`config.mk`:
```
export PLATFORM = sky130hd
export DESIGN_NAME = radix8_booth_digit_decoder
export DESIGN_NICKNAME = d
export VERILOG_FILES = /design/src/rtl/radix8_booth_digit_decoder.sv
export SDC_FILE = /design/constraint.sdc
export NUM_CORES = 1
export LEC_CHECK = 0
export ABC_AREA = 1
export CORE_MARGIN = 1
export CORE_UTILIZATION = 30
export CTS_CLUSTER_DIAMETER = 50
export DETAILED_ROUTE_END_ITERATION = 7
export HOLD_SLACK_MARGIN = 0.12
export PLACE_DENSITY = 0.47
export SETUP_SLACK_MARGIN = 0.4
export SLEW_MARGIN = 10
export SYNTH_ARGS = -nofsm -noshare
export SYNTH_HDL_FRONTEND = slang
export SYNTH_SLANG_ARGS = --single-unit
export TNS_END_PERCENT = 10
```
`constraint.sdc`:
```
create_clock -name clk -period 5.1 [get_ports clk]
set_input_delay 1.02 -clock clk [delete_from_list [all_inputs] [get_ports clk]]
set_output_delay 1.02 -clock clk [all_outputs]
set_load 0.02 [all_outputs]
```
`src/rtl/radix8_booth_digit_decoder.sv`:
```
// radix8_booth_digit_decoder: serial inverse of a radix-8 Booth recoder
//
// Accepts one recoded digit per in_valid/in_ready handshake, least significant
// digit first, and rebuilds the signed DATA_WIDTH-bit operand.
//
// Ports
//   clk        rising-edge clock
//   rst        synchronous active-high reset
//   in_valid   digit flags valid
//   in_ready   decoder can accept a digit (low while a result is held)
//   s,d,t,q    magnitude select 1/2/3/4, priority q>t>d>s, all zero = 0
//   n          negate digit
//   out_valid  reconstructed operand valid
//   out_ready  consumer accepts the result
//   x_out      reconstructed operand, two's complement
//   ovf        full-width sum not representable in DATA_WIDTH signed
//   err        more than one magnitude flag seen in this operand
//
// Optional feature macro: RADIX8_CODE_CHECK_EN (illegal-code check drives err;
// without it err is tied low).
module radix8_booth_digit_decoder #(
    parameter int DATA_WIDTH = 8
) (
    input  logic                  clk,
    input  logic                  rst,
    input  logic                  in_valid,
    output logic                  in_ready,
    input  logic                  s,
    input  logic                  d,
    input  logic                  t,
    input  logic                  q,
    input  logic                  n,
    output logic                  out_valid,
    input  logic                  out_ready,
    output logic [DATA_WIDTH-1:0] x_out,
    output logic                  ovf,
    output logic                  err
);
    localparam int NUM_DIGITS = (DATA_WIDTH + 2) / 3;
    localparam int ACC_W = 3 * NUM_DIGITS + 1;
    localparam int IDX_W = $clog2(NUM_DIGITS + 1);
    typedef enum logic [1:0] {IDLE, ACCUM, HOLD} state_t;
    state_t                  state_q, state_d;
    logic [IDX_W-1:0]        idx_q, idx_d;
    logic signed [ACC_W-1:0] acc_q, acc_d, sum;
    logic [DATA_WIDTH-1:0]   x_q, x_d;
    logic                    ovf_q, ovf_d, out_valid_q, out_valid_d, in_ready_q, in_ready_d;
    logic [2:0]              m;
    logic signed [3:0]       v;
    logic                    accept, last, out_fire;
    // bits that must all equal the sign bit for the sum to fit DATA_WIDTH
    logic [ACC_W-DATA_WIDTH:0] top;
    assign accept   = in_valid && in_ready_q;
    assign last     = idx_q == IDX_W'(NUM_DIGITS - 1);
    assign out_fire = out_valid_q && out_ready;
    always_comb begin
        m   = q ? 3'd4 : t ? 3'd3 : d ? 3'd2 : s ? 3'd1 : 3'd0;
        v   = n ? -$signed({1'b0, m}) : $signed({1'b0, m});
        sum = acc_q + (ACC_W'(v) <<< (3 * idx_q));
        top = sum[ACC_W-1:DATA_WIDTH-1];
        state_d     = accept ? (last ? HOLD : ACCUM) : out_fire ? IDLE : state_q;
        idx_d       = accept ? (last ? '0 : idx_q + IDX_W'(1)) : idx_q;
        acc_d       = accept ? (last ? '0 : sum) : acc_q;
        x_d         = accept && last ? sum[DATA_WIDTH-1:0] : x_q;
        ovf_d       = accept && last ? !(&top || ~|top) : ovf_q;
        out_valid_d = accept && last ? 1'b1 : out_fire ? 1'b0 : out_valid_q;
        in_ready_d  = state_d != HOLD;
    end
    always_ff @(posedge clk) begin
        if (rst) begin
            state_q     <= IDLE;
            idx_q       <= '0;
            acc_q       <= '0;
            x_q         <= '0;
            ovf_q       <= 1'b0;
            out_valid_q <= 1'b0;
            in_ready_q  <= 1'b0;
        end else begin
            state_q     <= state_d;
            idx_q       <= idx_d;
            acc_q       <= acc_d;
            x_q         <= x_d;
            ovf_q       <= ovf_d;
            out_valid_q <= out_valid_d;
            in_ready_q  <= in_ready_d;
        end
    end
`ifdef RADIX8_CODE_CHECK_EN
    logic err_q, err_d, multi;
    // sticky per operand; the first digit of a new operand restarts it
    always_comb begin
        multi = (s & d) | (s & t) | (s & q) | (d & t) | (d & q) | (t & q);
        err_d = accept ? ((idx_q == '0 ? 1'b0 : err_q) | multi) : err_q;
    end
    always_ff @(posedge clk) begin
        if (rst) err_q <= 1'b0;
        else     err_q <= err_d;
    end
    assign err = err_q;
`else
    assign err = 1'b0;
`endif
    assign in_ready  = in_ready_q;
    assign out_valid = out_valid_q;
    assign x_out     = x_q;
    assign ovf       = ovf_q;
endmodule

```
# Word-level counts from Yosys, hierarchy flattened
# Cells that the tools add are included.
[classes] order_cmp=0 mux=12 shift=1 reduce_logical=9 bitwise=0 mul=1 div=0 addsub=3 n_eq_ne=2
[op_table] op="2-bit two-way mux" count=6
[op_table] op="10-bit adder" count=1
[op_table] op="10-bit two-way mux" count=1
[op_table] op="4-bit by 4-bit <<< shifter with 10-bit output" count=1
[op_table] op="2-bit by 2-bit multiplier with 4-bit output, first input constant" count=1
[op_table] op="4-bit two-way mux" count=1
[op_table] op="3-bit negation with 4-bit output" count=1
[op_table] op="1-bit logical AND" count=3
[op_table] op="1-bit two-way mux" count=3
[op_table] op="3-bit two-way mux" count=1
[op_table] op="3-bit AND reduction" count=1
[op_table] op="3-bit OR reduction" count=1
[op_table] op="2-bit by 1-bit adder with 2-bit output, second input constant" count=1
[op_table] op="2-bit equality test, second input constant" count=1
[op_table] op="1-bit logical NOT" count=2
[op_table] op="2-bit inequality test, second input constant" count=1
[op_table] op="2-bit nonzero test" count=1
[op_table] op="1-bit logical OR" count=1
[totals] mem_bits_ro=0 register_bits=25 word_cells=35 latchBits=0 n_memories=0 out_inout_bits=12 ramBits=0

# Longest topological paths before layout
# Gate-level depths: netlist (run 1).
[logic_depth] word_depth=12 depth_mapped=27 ltp_nobuf=27

# Least setup slack after synthesis (run 1)
# No wires, ideal clock.
[synth_timing] path_kind="input to register" start="input port d" end="register ovf_q, in the netlist ovf" arrival_time_ns=3.400 slack_ns=1.591 cell_stages=21 path_buffers=0 setup_ns=0.109 cell_sequence="inv_1 > nand2_1 > nand2_1 > nand2_1 > ha_1 > o21ai_0 > or2_2 > o21ai_0 > o21ai_0 > nand2_1 > a32o_1 > ha_1 > inv_1 > nor3_1 > nand3_1 > nand3_1 > nand3_1 > nand3_1 > nand3_1 > nand2_1 > inv_1"
[synth_via] elab_chain_len=11 elab_cells_between_ends=12
[synth_lines] element="from (decl)" line="29" rtl="input logic d,"
[synth_lines] element="2-bit two-way mux (*) (2 in series)" line="57" rtl="m = q ? 3'd4 : t ? 3'd3 : d ? 3'd2 : s ? 3'd1 : 3'd0;"
[synth_lines] element="3-bit two-way mux (*)" line="57"
[synth_lines] element="3-bit negation with 4-bit output" line="58" rtl="v = n ? -$signed({1'b0, m}) : $signed({1'b0, m});"
[synth_lines] element="4-bit two-way mux (*)" line="58"
[synth_lines] element="4-bit by 4-bit <<< shifter with 10-bit output (*)" line="59" rtl="sum = acc_q + (ACC_W'(v) <<< (3 * idx_q));"
[synth_lines] element="10-bit adder (*)" line="59"
[synth_lines] element="3-bit OR reduction" line="65" rtl="ovf_d = accept && last ? !(&top || ~|top) : ovf_q;"
[synth_lines] element="1-bit logical NOT" line="65"
[synth_lines] element="1-bit logical OR (*)" line="65"
[synth_lines] element="1-bit logical NOT (*)" line="65"
[synth_lines] element="to (signal assigned)" line="83" rtl="ovf_q <= ovf_d;"
[synth_lines] element="to (decl)" line="47" rtl="logic ovf_q, ovf_d, out_valid_q, out_valid_d, in_ready_q, in_ready_d;"
# Every way passes the cells marked *; elsewhere a longest branch is shown, timed or not.
# A chain may end at the register's enable or synchronous reset.

# Worst setup path after layout (run 1)
# Same ends and word-level chain as after synthesis.

==> results of run 1 <==
-- cell type report --
type | count | area, um2
multi-input combinational | 189 | 1100
tap | 72 | 90.1
inverter | 35 | 131
timing repair buffer | 19 | 190
sequential | 25 | 500
clock inverter | 1 | 5.00
clock buffer | 3 | 41.3
fill | 617 | 3520
-- where the power goes --
| group | total, W | switching (W) | internal (W) |
|---|---|---|---|
| clock | 0.000120 | 0.0000651 | 0.0000547 |
| combinational | 0.000192 | 0.000120 | 0.0000720 |
| sequential | 0.000214 | 0.00000824 | 0.000206 |
-- flip-flops by register name, summed over array words and instances (netlist names) --
signal	cells
ovf	1
x_out	8
out_valid	1
state_q	2
acc_q	10
idx_q	2
in_ready	1
-- final timing paths --
| check | startpoint | endpoint | slack (ps) | cells past startpoint |
|---|---|---|---|---|
| hold / removal | x_out[2] | x_out[2] | 470 | 2 |
| setup / recovery | d | ovf | 970 | 22 |
| setup reg to reg | idx_q[0] | ovf | 1760 | 17 |
| hold reg to reg | x_out[2] | x_out[2] | 470 | 2 |
-- worst register-to-register path, delay by kind of cell (launching register included) --
kind | cells | cell delay [ps]
AO/OA/AOI/OAI | 2 | 300
XOR/XNOR | 1 | 210
adder cells (fa/ha/maj) | 3 | 1010
buffers and inverters | 4 | 400
flip-flops | 1 | 480
AND/OR/NAND/NOR | 7 | 870
-- per-stage QoR --
step	util	hold WS, ps	setup slack [ps]	power, W
2_1_floorplan	-	450	1590	0.000364
3_3_place_gp	0.360	459	721	0.000415
3_5_place_dp	0.360	459	727	0.000411
4_1_cts	0.369	473	985	0.000532
5_1_grt	0.369	511	543	0.000570
6_report	0.369	468	974	0.000526
-- routing by layer --
metal / vias to the layer above / track usage
met1: 719 / 0.189
met3: 2 / 0.0279
met2: 17 / 0.243
met4: 0 / 0.0222
met5: - / 0
li1: 861 / -
-- kinds of logic (layout without fill, tap and decap cells) --
family	count (synthesis)	after routing
flops	25	25
xor+xnor	6	6
buf+inv	41	58
fa+ha+maj	16	16
simple gates	108	108
compound gates	58	58
other cells	1	1
-- placed cells by master (no fill, tap or decap), drive strengths merged --
cell	netlist	layout
nand2	71	71
inv	35	35
a21oi	27	27
dfxtp	25	25
clkdlybuf4s50	0	19
o21ai	17	17
ha	15	15
nand3	15	15
nor2	15	15
or2	4	4
xor2	4	4
a31oi	4	4
a21o	3	3
clkbuf	4	3
o22ai	2	2
nor3	2	2
xnor2	2	2
o21bai	2	2
a32o	1	1
o211ai	1	1
nand4	1	1
o21a	1	1
fa	1	1
conb	1	1
clkinv	0	1
==> results.sh, run 1 <==
export IMPL_dp_cells=340
export IMPL_ir_drop_v=0.0000962
export IMPL_synthArstFlopShare=0
export IMPL_cp_arrival_ps=4300
export IMPL_worst_setup_path_end_kind="flop"
export IMPL_cts_resized=0
export IMPL_dr_pass1_iters=4
export IMPL_initial_core_util=0.315
export IMPL_drv_slew=0
export IMPL_diodes=0
export IMPL_synth_area_leader_cell="dfxtp_1"
export IMPL_crit_fanout=4
export IMPL_core_area_um2=5570
export IMPL_synth_edf_count=0
export IMPL_grt_ovfl_total=0
export IMPL_drc=0
export IMPL_synth_area_leaders="dfxtp_1 (28%), nand2_1 (14%), ha_1 (11%), inv_1 (7.5%), a21oi_1 (7.4%)"
export IMPL_yosys_warnings=0
export IMPL_critPathMaxStageDelay_ps=520
export IMPL_synth_simple_area_share=0.267
export IMPL_die_w_um=78.6
export IMPL_via_per_inst=4.65
export IMPL_rows=27
export IMPL_syn_avg_cell_area_um2=6.89
export IMPL_postCtsHoldBufs=0
export IMPL_period_needed_ps=4130
export IMPL_tns_ps=0
export IMPL_power_density_nw_per_um2=256
export IMPL_drt_wl_total_mm=3.99
export IMPL_synth_top_family_by_area="simple AND/OR/NAND/NOR gates"
export IMPL_hold_class="reg -> reg"
export IMPL_cp_top_family="compound AO/OA/AOI/OAI gates"
export IMPL_syn_area_um2=1760
export IMPL_grt_pass1_wl_mm=7.10
export IMPL_final_antenna_net_count=0
export IMPL_cp_start_kind="input pin"
export IMPL_timing_hold_violations_final=0
export IMPL_synth_top_cells_by_count="nand2_1 (65), inv_1 (35), a21oi_1 (26)"
export IMPL_grt_max_degree=19
export IMPL_yosysUniqueCellTypes=33
export IMPL_met3WireLength_um=95
export IMPL_fin_cells=344
export IMPL_tightest_slew_ps=689
export IMPL_gp_congestion=0.821
export IMPL_detailroute_via_count=1599
export IMPL_crit_path_frequent_cell="nand2_1"
export IMPL_skew_ps=5.14
export IMPL_fin_nets=298
export IMPL_routed_top_layer="met4"
export IMPL_setup_violations_final=0
export IMPL_synth_fa_ha_area_frac=0.118
export IMPL_synth_most_common_cell="nand2_1"
export IMPL_ys_ff_latch=25
export IMPL_crit_type="in -> reg"
export IMPL_crit_buf_inv=4
export IMPL_synthesis_nets=280
export IMPL_ys_seq_area_frac=0.285
export IMPL_met1_length_mm=2.00
export IMPL_dpl_cell_area_um2=2010
export IMPL_dp_hpwl_mm=3.19
export IMPL_maxSlewHeadroom=0.539
export IMPL_clockBufferDepth=2
export IMPL_antenna_found_initial=0
export IMPL_cts_root_buffer="clkbuf_8"
export IMPL_htreeDepth=1
export IMPL_cts_tree="yes"
export IMPL_cp_required_ps=5280
export IMPL_dieArea_um2=6170
export IMPL_path_cells="clkdlybuf4s50_1 -> inv_1 -> nand2_1 -> nand2_1 -> nand2_1 -> ha_1 -> o21ai_0 -> or2_2 -> o21ai_0 -> o21ai_0 -> o22ai_1 -> ha_1 -> a21oi_1 -> a31oi_4 -> o21ai_1 -> nand2_1 -> inv_1 -> nand2_1 -> nand3_1 -> nand3_1 -> nand2_1 -> inv_1"
export IMPL_p_leak_nw=0.968
export IMPL_drive_above_1_share=0.0846
export IMPL_grt_pass1_vias=1559
export IMPL_met2WireLength_mm=1.88
export IMPL_synth_flop_cell="dfxtp_1"
export IMPL_clock_latency_ps=270
export IMPL_syn_inst=255
export IMPL_postLayoutCellArea_um2=2050
export IMPL_synth_xor_area_frac=0.0299
export IMPL_period_share=0.809
export IMPL_pin_count=21
export IMPL_die_h_um=78.6
export IMPL_wl_per_cell_um=11.6
export IMPL_numCtsBuffers=3
export IMPL_drtIter0Drc=73
export IMPL_port_buffers=19
export IMPL_maxCapViolCount=0
export IMPL_clkTransAtPathRegs_ps=90
export IMPL_cts_setup_buffers=0
export IMPL_synth_compound_area_frac=0.206
export IMPL_track_usage=0.143
export IMPL_fmax_mhz=242
export IMPL_status="finished, final reports clean"
export IMPL_cts_sinks=25
export IMPL_synth_mux_area_frac=0
export IMPL_synth_top_area_share=0.285
export IMPL_area_growth_pct=16.9
export IMPL_crit_path_top_delay_cell="clkdlybuf4s50_1"
export IMPL_rsz0062_at_grt="false"
Power figures use the tool's default switching activity.
==> run 2: changes to the inputs <==
Clock period 5.1 ns to 4.2 ns, I/O delays scaled along.
==> run 2 against run 1 <==
Against the previous run: via count increased by 1.8%; non-clock buffer count rose by 7; first-iteration DRC count decreased by 26%; total power grew 30%; wire length rose by 5.6%; final cell count up 2.0%; critical endpoint unchanged; largest power group is now combinational logic.
==> results.sh, run 2 (synthesis gave the netlist of run 1 again) <==
export IMPL_status="finished, final reports clean"
export IMPL_whs_ps=472
export IMPL_cts_tree="yes"
export IMPL_grt_pass1_wl_mm=6.85
export IMPL_ir_drop_v=0.000192
export IMPL_detailroute_via_count=1628
export IMPL_area_growth_pct=26.2
export IMPL_track_usage=0.140
export IMPL_drive_above_1_share=0.165
export IMPL_crit_fanout=5
export IMPL_drv_slew=0
export IMPL_gp_congestion=0.840
export IMPL_grt_ovfl_total=0
export IMPL_maxCapViolCount=0
export IMPL_port_buffers=19
export IMPL_numCtsBuffers=3
export IMPL_drt_wl_total_mm=4.21
export IMPL_dp_hpwl_mm=3.30
export IMPL_timing_hold_violations_final=0
export IMPL_die_h_um=78.6
export IMPL_regMostFlops="acc_q"
export IMPL_grt_max_degree=19
export IMPL_grt_pass1_vias=1534
export IMPL_period_needed_ps=3370
export IMPL_clkTransAtPathRegs_ps=90
export IMPL_largest_register_ffs=10
export IMPL_clock_latency_ps=270
export IMPL_r2r_setup_slack_ps=860
export IMPL_initial_core_util=0.315
export IMPL_most_common_layout_cells="nand2_1 (61), inv_1 (34), a21oi_1 (25), dfxtp_1 (25), clkdlybuf4s50_1 (15)"
export IMPL_hold_class="reg -> reg"
export IMPL_clockBufferDepth=2
export IMPL_core_area_um2=5570
export IMPL_cts_sinks=25
export IMPL_fmax_mhz=297
export IMPL_use_met3=0.0302
export IMPL_use_met2=0.243
export IMPL_tns_ps=0
export IMPL_diodes=0
export IMPL_p_leak_nw=1.04
export IMPL_postCtsHoldBufs=0
export IMPL_via_per_inst=4.64
export IMPL_final_common_cell="nand2_1"
export IMPL_grt_busiest_layer="met2"
export IMPL_pin_count=21
export IMPL_maxSlewHeadroom=0.591
export IMPL_drtIter0Drc=54
export IMPL_dr_pass1_iters=4
export IMPL_worst_setup_path_end_kind="flop"
export IMPL_cp_top_family="simple AND/OR/NAND/NOR gates"
export IMPL_tightest_slew_ps=612
export IMPL_crit_type="in -> reg"
export IMPL_crit_path_top_delay_cell="clkdlybuf4s50_1"
export IMPL_critPathMaxStageDelay_ps=550
export IMPL_htreeDepth=1
export IMPL_grtUsageMet1=0.178
export IMPL_rsz0062_at_grt="false"
export IMPL_setup_violations_final=0
export IMPL_drc=0
export IMPL_path_cells="clkdlybuf4s50_1 -> inv_1 -> nand2_1 -> o21ai_2 -> or2_2 -> o21ai_1 -> o21ai_1 -> nor2_1 -> ha_1 -> a21o_1 -> nand2_2 -> a31oi_4 -> o21ai_1 -> nand2_2 -> inv_1 -> nand2_1 -> nand3_1 -> nand3_1 -> nand2_1 -> inv_1"
export IMPL_fin_nets=305
export IMPL_antenna_found_initial=0
export IMPL_cts_root_buffer="clkbuf_8"
export IMPL_power_density_nw_per_um2=308
export IMPL_skew_ps=3.89
export IMPL_rows=27
export IMPL_period_share=0.802
export IMPL_final_antenna_net_count=0
export IMPL_dieArea_um2=6170
export IMPL_die_w_um=78.6
export IMPL_cp_required_ps=4380
export IMPL_cp_arrival_ps=3550
export IMPL_wl_per_cell_um=12.0
export IMPL_crit_buf_inv=4
export IMPL_cp_start_kind="input pin"
-- run 2: final timing paths --
| path | startpoint | endpoint | cells past startpoint |
|---|---|---|---|
| min reg2reg | x_out[0] | x_out[0] | 2 |
| max | n | ovf | 20 |
| max reg2reg | idx_q[0] | ovf | 17 |
| min | x_out[0] | x_out[0] | 2 |
-- run 2: cell type report --
type	instances	area (um2)
clock inverter	1	7.51
multi-input combinational	189	1190
clock buffer	3	41.3
inverter	35	131
timing repair buffer	26	253
fill	598	3360
sequential	25	500
tap	72	90.1
-- run 2: through the flow --
stage	util	worst slack (ps)	power (W)	instance area, um2	cells
5_1_grt	0.398	595	0.000734	2220	351
3_5_place_dp	0.367	77.6	0.000509	2050	345
2_1_floorplan	-	871	0.000441	1760	255
6_report	0.398	830	0.000682	2220	351
4_1_cts	0.376	400	0.000658	2090	349
3_3_place_gp	0.367	65.1	0.000511	2050	345
-- run 2: layer usage --
layer | vias to the layer above | routed length, um
met5 | - | 0
met4 | 0 | 29
met2 | 13 | 1940
li1 | 875 | -
met3 | 4 | 99
met1 | 736 | 2150
-- run 2: repair_timing --
| item | 4_1_cts | 5_1_grt |
|---|---|---|
| resized for setup | 2 | 23 |
| setup endpoints to repair | 1 | 9 |
| setup buffers | 0 | 2 |
| pin swaps | 0 | 12 |
-- run 2: tightest hold or removal path, stage by stage, from the launching register on --
cell and delay (ps):
dfxtp_1 320, nand2_1 60, a21oi_1 50
-- run 2: power by group --
group	leakage, nW	switching, W	internal, W
combinational	0.819	0.000162	0.000111
clock	0.0217	0.0000797	0.0000673
sequential	0.204	0.0000115	0.000250
total	1.04	0.000254	0.000429
==> run 3: changes to the inputs <==
Settings changed: PLACE_DENSITY 0.47 to 0.49.
Clock period 4.2 ns to 2.84 ns, I/O delays scaled along.
==> run 3 against run 2 <==
Against the previous run: critical path depth grew 8; via count grew 12%; clock power grew 60%; global-route usage grew 2.1 points; clock skew grew 1.5 ps; first-iteration DRC count shrank 26%; largest power group unchanged; cell area grew 22%; sequential power grew 48%; sequential share of layout area shrank 4.0 points; sequential cell count is the same.
==> results.sh, run 3 (synthesis gave the netlist of run 1 again) <==
export IMPL_totalPowerFinal_w=0.00121
export IMPL_clkTransAtPathRegs_ps=100
export IMPL_fin_ws_ps=6.78
export IMPL_fmax_mhz=353
export IMPL_dp_cells=378
export IMPL_final_common_cell="nand2_1"
export IMPL_drc=0
export IMPL_setup_violations_final=0
export IMPL_power_density_nw_per_um2=446
export IMPL_cp_start_kind="input pin"
export IMPL_cts_sinks=25
export IMPL_drt_wl_total_mm=4.76
export IMPL_period_share=0.998
export IMPL_regMostFlops="acc_q"
export IMPL_area_growth_pct=54.4
export IMPL_drv_slew=0
export IMPL_crit_fanout=4
export IMPL_crit_type="in -> reg"
export IMPL_grt_max_degree=18
export IMPL_maxCapViolCount=0
export IMPL_htreeDepth=1
export IMPL_drive_above_1_share=0.386
export IMPL_timing_hold_violations_final=0
export IMPL_dpl_cell_area_um2=2340
export IMPL_grt_pass1_wl_mm=7.90
export IMPL_p_leak_nw=1.26
export IMPL_via_per_inst=4.66
export IMPL_r2r_setup_slack_ps=110
export IMPL_cts_tree="yes"
export IMPL_cp_required_ps=3040
export IMPL_status="finished, final reports clean"
export IMPL_clockBufferDepth=2
export IMPL_rsz0062_at_grt="true"
export IMPL_rows=27
export IMPL_post_place_ws_ps=-951
export IMPL_skew_ps=5.37
export IMPL_antenna_found_initial=0
export IMPL_ir_drop_v=0.000211
export IMPL_numCtsBuffers=3
export IMPL_cts_root_buffer="clkbuf_8"
export IMPL_dieArea_um2=6170
export IMPL_drtIter0Drc=40
export IMPL_dr_pass1_iters=4
export IMPL_most_common_layout_cells="nand2_1 (57), buf_4 (47), inv_1 (29)"
export IMPL_postLayoutCellArea_um2=2710
export IMPL_postCtsHoldBufs=0
export IMPL_fin_cells=391
export IMPL_hold_class="reg -> reg"
export IMPL_final_antenna_net_count=0
export IMPL_cp_arrival_ps=3030
export IMPL_grt_pass1_vias=1804
export IMPL_largest_register_ffs=10
export IMPL_pin_count=21
export IMPL_dp_hpwl_mm=3.38
export IMPL_fin_nets=345
export IMPL_die_w_um=78.6
export IMPL_diodes=0
export IMPL_period_needed_ps=2830
export IMPL_worst_setup_path_end_kind="flop"
export IMPL_initial_core_util=0.315
export IMPL_detailroute_via_count=1824
export IMPL_port_buffers=19
export IMPL_core_area_um2=5570
export IMPL_clock_latency_ps=290
export IMPL_grt_ovfl_total=0
export IMPL_num_fill_cells=558
export IMPL_track_usage=0.161
export IMPL_gp_congestion=0.845
export IMPL_wl_per_cell_um=12.2
export IMPL_die_h_um=78.6
-- run 3: cell types whose count changed in the layout (fill, tap and decap cells not counted), moves of 4 or more --
cell	delta
a21oi_1	-6
a21oi_2	+5
buf_4	+40
dlymetal6s2s_1	-4
ha_1	-4
inv_1	-5
nand2_1	-4
nand2_4	+4
-- run 3: metal layers --
metal / routed length [um] / GRT usage / vias up
li1: - / - / 958
met5: 0 / 0 / -
met3: 122 / 0.0174 / 4
met1: 2260 / 0.199 / 833
met4: 59 / 0.0426 / 0
met2: 2310 / 0.292 / 29
-- run 3: layout make-up --
cell class                      instances  area (um2)  area share
Clock inverter                          1        7.51     0.00277
Inverter                               35         146      0.0539
Sequential cell                        25         503       0.185
Multi-Input combinational cell        189        1380       0.509
Timing Repair Buffer                   66         543       0.200
Clock buffer                            3        41.3      0.0152
Tap cell                               72        90.1      0.0332
-- run 3: worst paths after layout --
path	from	end	cells past startpoint
worst max-delay path	d	ovf	28
worst min-delay path	x_out[2]	x_out[2]	2
worst max register to register	idx_q[0]	ovf	19
worst min register to register	x_out[2]	x_out[2]	2
-- run 3: critical path: stages --
cell,delay [ps]
buf_12,110
clkinv_8,40
nand2_4,40
nand2_4,60
nand2_4,50
ha_4,150
inv_2,50
nand2_1,40
nand2_1,70
nand2_2,60
nand2_2,70
a21oi_2,50
a31oi_2,180
nor2_1,90
ha_1,380
nand2_2,110
nor2_4,120
nand2_2,80
a31oi_4,150
nor2_1,70
nand2_1,70
nand2_2,70
inv_2,60
nand2_1,40
nand3_1,60
nand3_1,60
nand2_1,80
inv_1,30
-- run 3: power by group --
part           switching, W  leakage, nW  internal, W  total, W
sequential        0.0000167        0.204     0.000371  0.000387
combinational      0.000297         1.03     0.000290  0.000587
clock              0.000135       0.0217     0.000100  0.000235
total              0.000449         1.26     0.000761   0.00121
-- run 3: through the flow --
stage | utilization | hold slack, ps | TNS [ps]
6_report | 0.487 | 473 | 0
3_5_place_dp | 0.420 | 458 | -11040
3_3_place_gp | 0.420 | 456 | -10680
4_1_cts | 0.465 | 476 | -11.9
5_1_grt | 0.487 | 498 | -650
2_1_floorplan | - | 449 | -35.9
-- run 3: repair_timing --
action / CTS / global route
cloned: 0 / 0
pin swaps: 43 / 19
resized for setup: 54 / 21
setup endpoints to repair: 17 / 15
setup buffers: 7 / 2
